## src/rtl/bt656_pkg.sv

```systemverilog
// Shared constants, region type and word helpers for the BT.656 transmit path.
package bt656_pkg;

    // Default raster geometry (525-line, 1716-word-per-line 10-bit stream).
    localparam int DEF_WORDS_PER_LINE  = 1716;
    localparam int DEF_BLANK_WORDS     = 268;
    localparam int DEF_LINES_PER_FRAME = 525;

    // Timing reference preamble words.
    localparam logic [9:0] TRS_PREAMBLE0 = 10'h3FF;
    localparam logic [9:0] TRS_PREAMBLE1 = 10'h000;

    // Black level: chroma and luma halves of the Cb/Y/Cr/Y sequence.
    localparam logic [9:0] BLANK_C = 10'h200;
    localparam logic [9:0] BLANK_Y = 10'h040;

    // Legal active-video range; codes outside it are reserved for TRS.
    localparam logic [9:0] PIX_MIN = 10'h004;
    localparam logic [9:0] PIX_MAX = 10'h3FB;

    // Position of the current word within the line.
    typedef enum logic [1:0] {
        REG_EAV    = 2'd0,
        REG_HBLANK = 2'd1,
        REG_SAV    = 2'd2,
        REG_ACTIVE = 2'd3
    } region_t;

    // Protected XY word of an EAV/SAV.
    function automatic logic [9:0] bt656_xy(input logic f, input logic v, input logic h);
        return {1'b1, f, v, h, v ^ h, f ^ h, f ^ v, f ^ v ^ h, 2'b00};
    endfunction

    // Keep active samples out of the 0x000-0x003 / 0x3FC-0x3FF TRS ranges.
    function automatic logic [9:0] clamp_pixel(input logic [9:0] px);
        if (px < PIX_MIN) begin
            return PIX_MIN;
        end else if (px > PIX_MAX) begin
            return PIX_MAX;
        end
        return px;
    endfunction

endpackage

```

## src/rtl/bt656_sync_generator_if.sv

```systemverilog
// Ready/valid pixel handshake between an upstream pixel source and the generator.
interface bt656_sync_generator_if;

    logic [9:0] pixel_in;
    logic       pixel_in_valid;
    logic       pixel_ready;

    // Pixel source side.
    modport master (
        output pixel_in,
        output pixel_in_valid,
        input  pixel_ready
    );

    // Generator side.
    modport slave (
        input  pixel_in,
        input  pixel_in_valid,
        output pixel_ready
    );

endinterface

```

## src/rtl/bt656_line_timer.sv

```systemverilog
// Horizontal word counter and line counter, with region and H/V/F decode
// for the counter state currently held.
module bt656_line_timer
    import bt656_pkg::*;
#(
    parameter int WORDS_PER_LINE  = DEF_WORDS_PER_LINE,
    parameter int BLANK_WORDS     = DEF_BLANK_WORDS,    // must be even
    parameter int LINES_PER_FRAME = DEF_LINES_PER_FRAME
) (
    input  logic       clk,
    input  logic       reset,
    input  logic       enable_i,
    output region_t    region_o,
    output logic [1:0] trs_pos_o,     // word index inside EAV/SAV
    output logic       odd_o,         // odd offset from word 4 -> luma blank
    output logic       h_o,
    output logic       v_o,
    output logic       f_o,
    output logic [9:0] line_o,
    output logic       frame_first_o  // word 0 of line 1
);

    localparam int HW        = $clog2(WORDS_PER_LINE);
    localparam int SAV_START = 4 + BLANK_WORDS;
    localparam int ACT_START = SAV_START + 4;

    logic [HW-1:0] h_cnt_q, h_cnt_d;
    logic [9:0]    line_q,  line_d;
    logic [HW-1:0] sav_off;

    // Next counter state: h_cnt wraps at end of line, line wraps after the last line.
    always_comb begin
        // NOTE: every combinational output gets a default first, so no path
        // leaves it unassigned and no latch is inferred.
        h_cnt_d = h_cnt_q + HW'(1);
        line_d  = line_q;
        if (h_cnt_q == HW'(WORDS_PER_LINE - 1)) begin
            h_cnt_d = '0;
            line_d  = (line_q == 10'(LINES_PER_FRAME)) ? 10'd1 : line_q + 10'd1;
        end
    end

    // Counter registers; advance only on enabled cycles, restart at line 1 word 0.
    always_ff @(posedge clk or posedge reset) begin
        // NOTE: registered state uses non-blocking assignments so every flop
        // samples pre-edge values regardless of statement order.
        if (reset) begin
            h_cnt_q <= '0;
            line_q  <= 10'd1;
        end else if (enable_i) begin
            h_cnt_q <= h_cnt_d;
            line_q  <= line_d;
        end
    end

    // Region decode along the line.
    always_comb begin
        region_o = REG_ACTIVE;
        if (h_cnt_q < HW'(4)) begin
            region_o = REG_EAV;
        end else if (h_cnt_q < HW'(SAV_START)) begin
            region_o = REG_HBLANK;
        end else if (h_cnt_q < HW'(ACT_START)) begin
            region_o = REG_SAV;
        end
    end

    // Word position inside the TRS; SAV is re-based on its own first word.
    assign sav_off   = h_cnt_q - HW'(SAV_START);
    assign trs_pos_o = (region_o == REG_SAV) ? sav_off[1:0] : h_cnt_q[1:0];

    // Word 4 is even, so blanking parity is simply the counter LSB.
    assign odd_o = h_cnt_q[0];

    // Line flags: V covers lines 1-19 and 264-282; field 2 spans 1-3 and 266-525.
    always_comb begin
        v_o = ((line_q >= 10'd1) && (line_q <= 10'd19)) ||
              ((line_q >= 10'd264) && (line_q <= 10'd282));
        f_o = (line_q <= 10'd3) || (line_q >= 10'd266);
    end

    assign h_o           = (region_o != REG_ACTIVE);
    assign line_o        = line_q;
    assign frame_first_o = (h_cnt_q == '0) && (line_q == 10'd1);

endmodule

```

## src/rtl/bt656_sync_generator.sv

```systemverilog
// BT.656 10-bit stream generator: TRS insertion, black fill, and
// ready/valid pull of active-video samples from an upstream source.
module bt656_sync_generator
    import bt656_pkg::*;
#(
    parameter int WORDS_PER_LINE  = DEF_WORDS_PER_LINE,
    parameter int BLANK_WORDS     = DEF_BLANK_WORDS,
    parameter int LINES_PER_FRAME = DEF_LINES_PER_FRAME
) (
    input  logic                         clk,
    input  logic                         reset,
    input  logic                         enable,
    bt656_sync_generator_if.slave        pix,
    output logic [9:0]                   bt656,
    output logic                         H,
    output logic                         V,
    output logic                         F,
    output logic [9:0]                   line_number,
    output logic                         frame_start,
    output logic                         underflow
);

    region_t    region;
    logic [1:0] trs_pos;
    logic       odd;
    logic       h_flag, v_flag, f_flag;
    logic [9:0] line;
    logic       frame_first;

    logic [9:0] blank_word;
    logic       ready;
    logic [9:0] word_d;
    logic       underflow_d;

    logic [9:0] bt656_q;
    logic       h_q, v_q, f_q;
    logic [9:0] line_number_q;
    logic       frame_start_q;
    logic       underflow_q;

    bt656_line_timer #(
        .WORDS_PER_LINE  (WORDS_PER_LINE),
        .BLANK_WORDS     (BLANK_WORDS),
        .LINES_PER_FRAME (LINES_PER_FRAME)
    ) u_timer (
        .clk           (clk),
        .reset         (reset),
        .enable_i      (enable),
        .region_o      (region),
        .trs_pos_o     (trs_pos),
        .odd_o         (odd),
        .h_o           (h_flag),
        .v_o           (v_flag),
        .f_o           (f_flag),
        .line_o        (line),
        .frame_first_o (frame_first)
    );

    // Samples are requested only in the active region of a picture line.
    assign ready           = enable && (region == REG_ACTIVE) && !v_flag;
    assign pix.pixel_ready = ready;

    assign blank_word = odd ? BLANK_Y : BLANK_C;

    // Word for the current counter state, and the underflow it may raise.
    always_comb begin
        word_d      = blank_word;
        underflow_d = underflow_q | (ready & ~pix.pixel_in_valid);
        unique case (region)
            REG_EAV, REG_SAV: begin
                unique case (trs_pos)
                    2'd0:       word_d = TRS_PREAMBLE0;
                    2'd1, 2'd2: word_d = TRS_PREAMBLE1;
                    default:    word_d = bt656_xy(f_flag, v_flag, region == REG_EAV);
                endcase
            end
            REG_ACTIVE: begin
                // A missing sample falls back to black for this offset.
                if (ready && pix.pixel_in_valid) begin
                    word_d = clamp_pixel(pix.pixel_in);
                end
            end
            default: word_d = blank_word;
        endcase
    end

    // Output registers: word and its flags land together one cycle after the counter state.
    always_ff @(posedge clk or posedge reset) begin
        if (reset) begin
            bt656_q       <= 10'h000;
            h_q           <= 1'b0;
            v_q           <= 1'b0;
            f_q           <= 1'b0;
            line_number_q <= 10'd1;
            frame_start_q <= 1'b0;
            underflow_q   <= 1'b0;
        end else if (enable) begin
            bt656_q       <= word_d;
            h_q           <= h_flag;
            v_q           <= v_flag;
            f_q           <= f_flag;
            line_number_q <= line;
            frame_start_q <= frame_first;
            underflow_q   <= underflow_d;
        end
    end

    assign bt656       = bt656_q;
    assign H           = h_q;
    assign V           = v_q;
    assign F           = f_q;
    assign line_number = line_number_q;
    assign frame_start = frame_start_q;
    assign underflow   = underflow_q;

endmodule
```

## src/flat_wrapper.sv

```systemverilog
// flat-port wrapper written by rule: the top's interface ports become plain ports
module bt656_sync_generator_flat import bt656_pkg::*;
#(
    parameter int WORDS_PER_LINE  = DEF_WORDS_PER_LINE,
    parameter int BLANK_WORDS     = DEF_BLANK_WORDS,
    parameter int LINES_PER_FRAME = DEF_LINES_PER_FRAME
)
  (clk, reset, enable, bt656, H, V, F, line_number, frame_start, underflow, pix_pixel_in, pix_pixel_in_valid, pix_pixel_ready);
  bt656_sync_generator_if pix_i ();
  input  logic clk;
  input  logic reset;
  input  logic enable;
  output logic [9:0] bt656;
  output logic H;
  output logic V;
  output logic F;
  output logic [9:0] line_number;
  output logic frame_start;
  output logic underflow;
  input wire logic [$bits(pix_i.pixel_in)-1:0] pix_pixel_in;
  input wire logic [$bits(pix_i.pixel_in_valid)-1:0] pix_pixel_in_valid;
  output wire logic [$bits(pix_i.pixel_ready)-1:0] pix_pixel_ready;
  assign pix_i.pixel_in = pix_pixel_in;
  assign pix_i.pixel_in_valid = pix_pixel_in_valid;
  assign pix_pixel_ready = pix_i.pixel_ready;
  bt656_sync_generator #(.WORDS_PER_LINE(WORDS_PER_LINE), .BLANK_WORDS(BLANK_WORDS), .LINES_PER_FRAME(LINES_PER_FRAME)) u_core (.clk(clk), .reset(reset), .enable(enable), .pix(pix_i), .bt656(bt656), .H(H), .V(V), .F(F), .line_number(line_number), .frame_start(frame_start), .underflow(underflow));
endmodule
```

## config.mk

```make
export PLATFORM = sky130hd
export DESIGN_NAME = bt656_sync_generator_flat
export DESIGN_NICKNAME = d
export VERILOG_FILES = /design/src/rtl/bt656_pkg.sv /design/src/rtl/bt656_sync_generator_if.sv /design/src/rtl/bt656_line_timer.sv /design/src/rtl/bt656_sync_generator.sv /design/src/flat_wrapper.sv
export SDC_FILE = /design/constraint.sdc
export NUM_CORES = 1
export LEC_CHECK = 0
export ABC_CLOCK_PERIOD_IN_PS = 3100
export CAP_MARGIN = 20
export CORE_ASPECT_RATIO = 0.9
export CORE_MARGIN = 10
export CORE_UTILIZATION = 40
export CTS_BUF_LIST = sky130_fd_sc_hd__clkbuf_8
export CTS_CLUSTER_SIZE = 14
export DETAILED_ROUTE_END_ITERATION = 8
export GPL_ROUTABILITY_DRIVEN = 0
export PLACE_DENSITY = 0.66
export SLEW_MARGIN = 20
export SYNTH_ARGS = -nofsm -noshare
export SYNTH_HDL_FRONTEND = slang
export SYNTH_HIERARCHICAL = 1
export SYNTH_SLANG_ARGS = --single-unit
```

## constraint.sdc

```tcl
create_clock -name clk -period 3.1 [get_ports clk]
set_input_delay 0.62 -clock clk [delete_from_list [all_inputs] [get_ports clk]]
set_output_delay 0.62 -clock clk [all_outputs]
set_load 0.05 [all_outputs]
```

==> flow_summary.json <==
{
  "run_status": "complete, no violations",
  "nNetsFinal": 324,
  "ir_drop_v": 0.000194,
  "rsz0062_at_grt": "no",
  "htree_num_levels": 2,
  "synth_edf_count": 0,
  "ant_nets": 0,
  "cts_resized": 0,
  "postCtsSetupBuffers": 0,
  "avgSynthCellArea_um2": 9.73,
  "grt_use_total_pct": 12.5,
  "fin_skew_ns": 0.00492,
  "cts_root_buf": "clkbuf_8",
  "period_needed_ns": 2.85,
  "drt_first_pass_iters": 4,
  "clockBufferDepth": 2,
  "syn_nets": 293,
  "portBuffers": 39,
  "yosys.area.top_type_share_pct": 41.8,
  "drt_iter0_markers": 113,
  "p_leak_uw": 0.00141,
  "worst_pin_slew_ns": 0.844,
  "powerDensity_mw_per_mm2": 573,
  "num_rows": 27,
  "ys_ff_latch": 46,
  "die_h_um": 97.0,
  "num_antenna_cells": 0,
  "vias_per_cell": 5.37,
  "finalNonFillerCells": 390,
  "clkLatencyLatePin_ns": 0.31,
  "clk_pin_slew_ns": 0.09,
  "pin_count": 40,
  "slew_headroom_pct": 43.7,
  "antenna_found_initial": 0,
  "grt_pass1_vias": 2074,
  "yosys-top-cells-area": "dfrtp_1 (42%), mux2_2 (6.8%), xnor2_1 (4.3%)",
  "ys_seq_area_share_pct": 43.8,
  "hold_class": "reg -> reg",
  "whs_ns": 0.468,
  "hpwl_um": 4530,
  "path_max_fanout": 6,
  "final_cell_mix": "dfrtp_1 (44), clkdlybuf4s50_1 (38), nor2_1 (26)",
  "drc": 0,
  "final_core_util_pct": 50.5,
  "finalWirelength_um": 6290,
  "setup_viol": 0,
  "slew_viol_final": 0,
  "placedCellCount": 382,
  "setup-tns-final_ns": 0,
  "regArea_mm2": 0.00115,
  "crit_type": "reg -> out",
  "final_common_cell": "dfrtp_1",
  "multi_input_area_mm2": 0.00131,
  "grt_first_pass_wirelength_um": 10600,
  "min_period_over_period_pct": 91.8,
  "worstPathArrival_ns": 2.23,
  "numCtsBuffers": 5,
  "cts_sinks": 46,
  "drive_gt1_share_pct": 13.9,
  "hold_buffers": 0,
  "syn_area_mm2": 0.00264,
  "hold_viol": 0,
  "synth_ff_type": "dfrtp_1",
  "maxCapViolations": 0,
  "async_reset_ff_share_pct": 100,
  "max_freq_mhz": 351,
  "areaGrowthSynthToFinish_pct": 19.6,
  "start_util_pct": 42.2,
  "fillers": 573,
  "vias": 2095,
  "crit_required_ns": 2.48,
  "yosys.area.top_type": "dfrtp_1",
  "chipWidth_um": 106,
  "synthCells": 271,
  "cts_tree": "done",
  "overflow": 0,
  "crit_path_start_kind": "flop",
  "dieArea_mm2": 0.0102,
  "yosys_warnings": 6,
  "ys_types": 48,
  "grt_max_degree": 27,
  "worstSetupEndpointType": "output pin",
  "core_mm2": 0.00625,
  "wl_per_cell_um": 16.1
}
[cell usage after synthesis (2+ instances only)]
| master | instances |
|---|---|
| nor4_1 | 6 |
| nand2_1 | 21 |
| nor2b_1 | 2 |
| mux2_2 | 16 |
| xnor2_1 | 13 |
| a211o_1 | 2 |
| mux2i_1 | 2 |
| a21boi_0 | 2 |
| ha_1 | 8 |
| a211oi_1 | 4 |
| nor2_1 | 26 |
| and4b_1 | 3 |
| a21o_1 | 2 |
| o21ai_0 | 7 |
| a21oi_1 | 18 |
| xor2_1 | 2 |
| buf_2 | 6 |
| dfstp_2 | 2 |
| nand4_1 | 4 |
| nor3_1 | 8 |
| clkbuf_1 | 7 |
| nand4b_1 | 3 |
| nand3_1 | 10 |
| a41oi_1 | 2 |
| a2bb2oi_1 | 3 |
| buf_4 | 3 |
| buf_6 | 4 |
| and3_1 | 5 |
| dfrtp_1 | 44 |
| a31o_2 | 2 |
| a31oi_1 | 5 |
| o32ai_1 | 2 |
| inv_1 | 12 |
[worst max-delay path, cell delays in order (launching register included)]
cell and delay, ns:
dfrtp_1 0.49, inv_1 0.14, ha_1 0.21, nor2_1 0.09
a21oi_1 0.07, o31ai_1 0.25, a21oi_1 0.11, and4b_4 0.40
buf_12 0.14
[per-layer routing]
metal	global-route usage, %	vias up	part of all wire [%]
li1	-	1026	-
met1	17.2	1008	48
met2	18.2	54	45
met3	3.90	7	6.6
met4	3.83	0	0.99
met5	0	-	0
[final cells by class]
class | count | share of cell area [%]
Multi-Input combinational cell | 193 | 41.7
Sequential cell | 46 | 36.6
Timing Repair Buffer | 44 | 13.9
Tap cell | 87 | 3.45
Clock buffer | 5 | 2.18
Inverter | 12 | 1.43
Clock inverter | 3 | 0.794
[metrics by stage]
stage / total power [µW] / cell area (µm²) / setup WS (ns)
global route: 1930 / 3150 / 0.0946
global placement: 1420 / 3060 / 0.688
floorplan: 1270 / 2640 / 0.840
CTS: 1820 / 3150 / 0.274
detailed placement: 1430 / 3060 / 0.654
finish: 1810 / 3150 / 0.253
[path summary, 6_finish.rpt]
check | cells after the start | end | start | slack, ns
worst max register to register | 7 | u_core/bt656[2]$_DFFE_PP0P_ | u_core/u_timer/line_o[4]$_DFFE_PP0P_ | 0.71
worst max-delay path | 8 | pix_pixel_ready | u_core/u_timer/line_o[1]$_DFFE_PP0P_ | 0.25
worst min-delay path | 1 | u_core/underflow$_DFFE_PP0P_ | u_core/underflow$_DFFE_PP0P_ | 0.47
min in group asynchronous | 3 | u_core/underflow$_DFFE_PP0P_ | reset | 0.68
worst min register to register | 1 | u_core/underflow$_DFFE_PP0P_ | u_core/underflow$_DFFE_PP0P_ | 0.47
max in group asynchronous | 2 | u_core/u_timer/h_cnt_q[10]$_DFFE_PP0P_ | reset | 1.78
[cell families (layout without fill, tap and decap cells)]
| logic type | count (synthesis) | in the layout | share of synthesized area (%) |
|---|---|---|---|
| AND/OR/NAND/NOR | 98 | 98 | 19.9 |
| adder cells (fa/ha/maj) | 8 | 8 | 3.80 |
| buffers and inverters | 32 | 64 | 6.41 |
| multiplexers | 18 | 18 | 7.59 |
| flip-flops | 46 | 46 | 43.8 |
| AO/OA/AOI/OAI | 54 | 54 | 13.5 |
| XOR/XNOR | 15 | 15 | 4.98 |
[sequential cells by signal, summed over array words and instances (netlist names)]
name                    flops
u_core/F                    1
u_core/H                    1
u_core/V                    1
u_core/bt656               10
u_core/frame_start          1
u_core/line_number         10
u_core/u_timer/h_cnt_q     11
u_core/u_timer/line_o      10
u_core/underflow            1
[power by group]
group	leakage, µW	switching, µW	total [µW]	internal, µW
Sequential	0.000577	104	779	676
Clock	0.0000447	227	390	163
Combinational	0.000789	379	638	258
Total	0.00141	710	1810	1100
(Power assumes the default switching activity.)
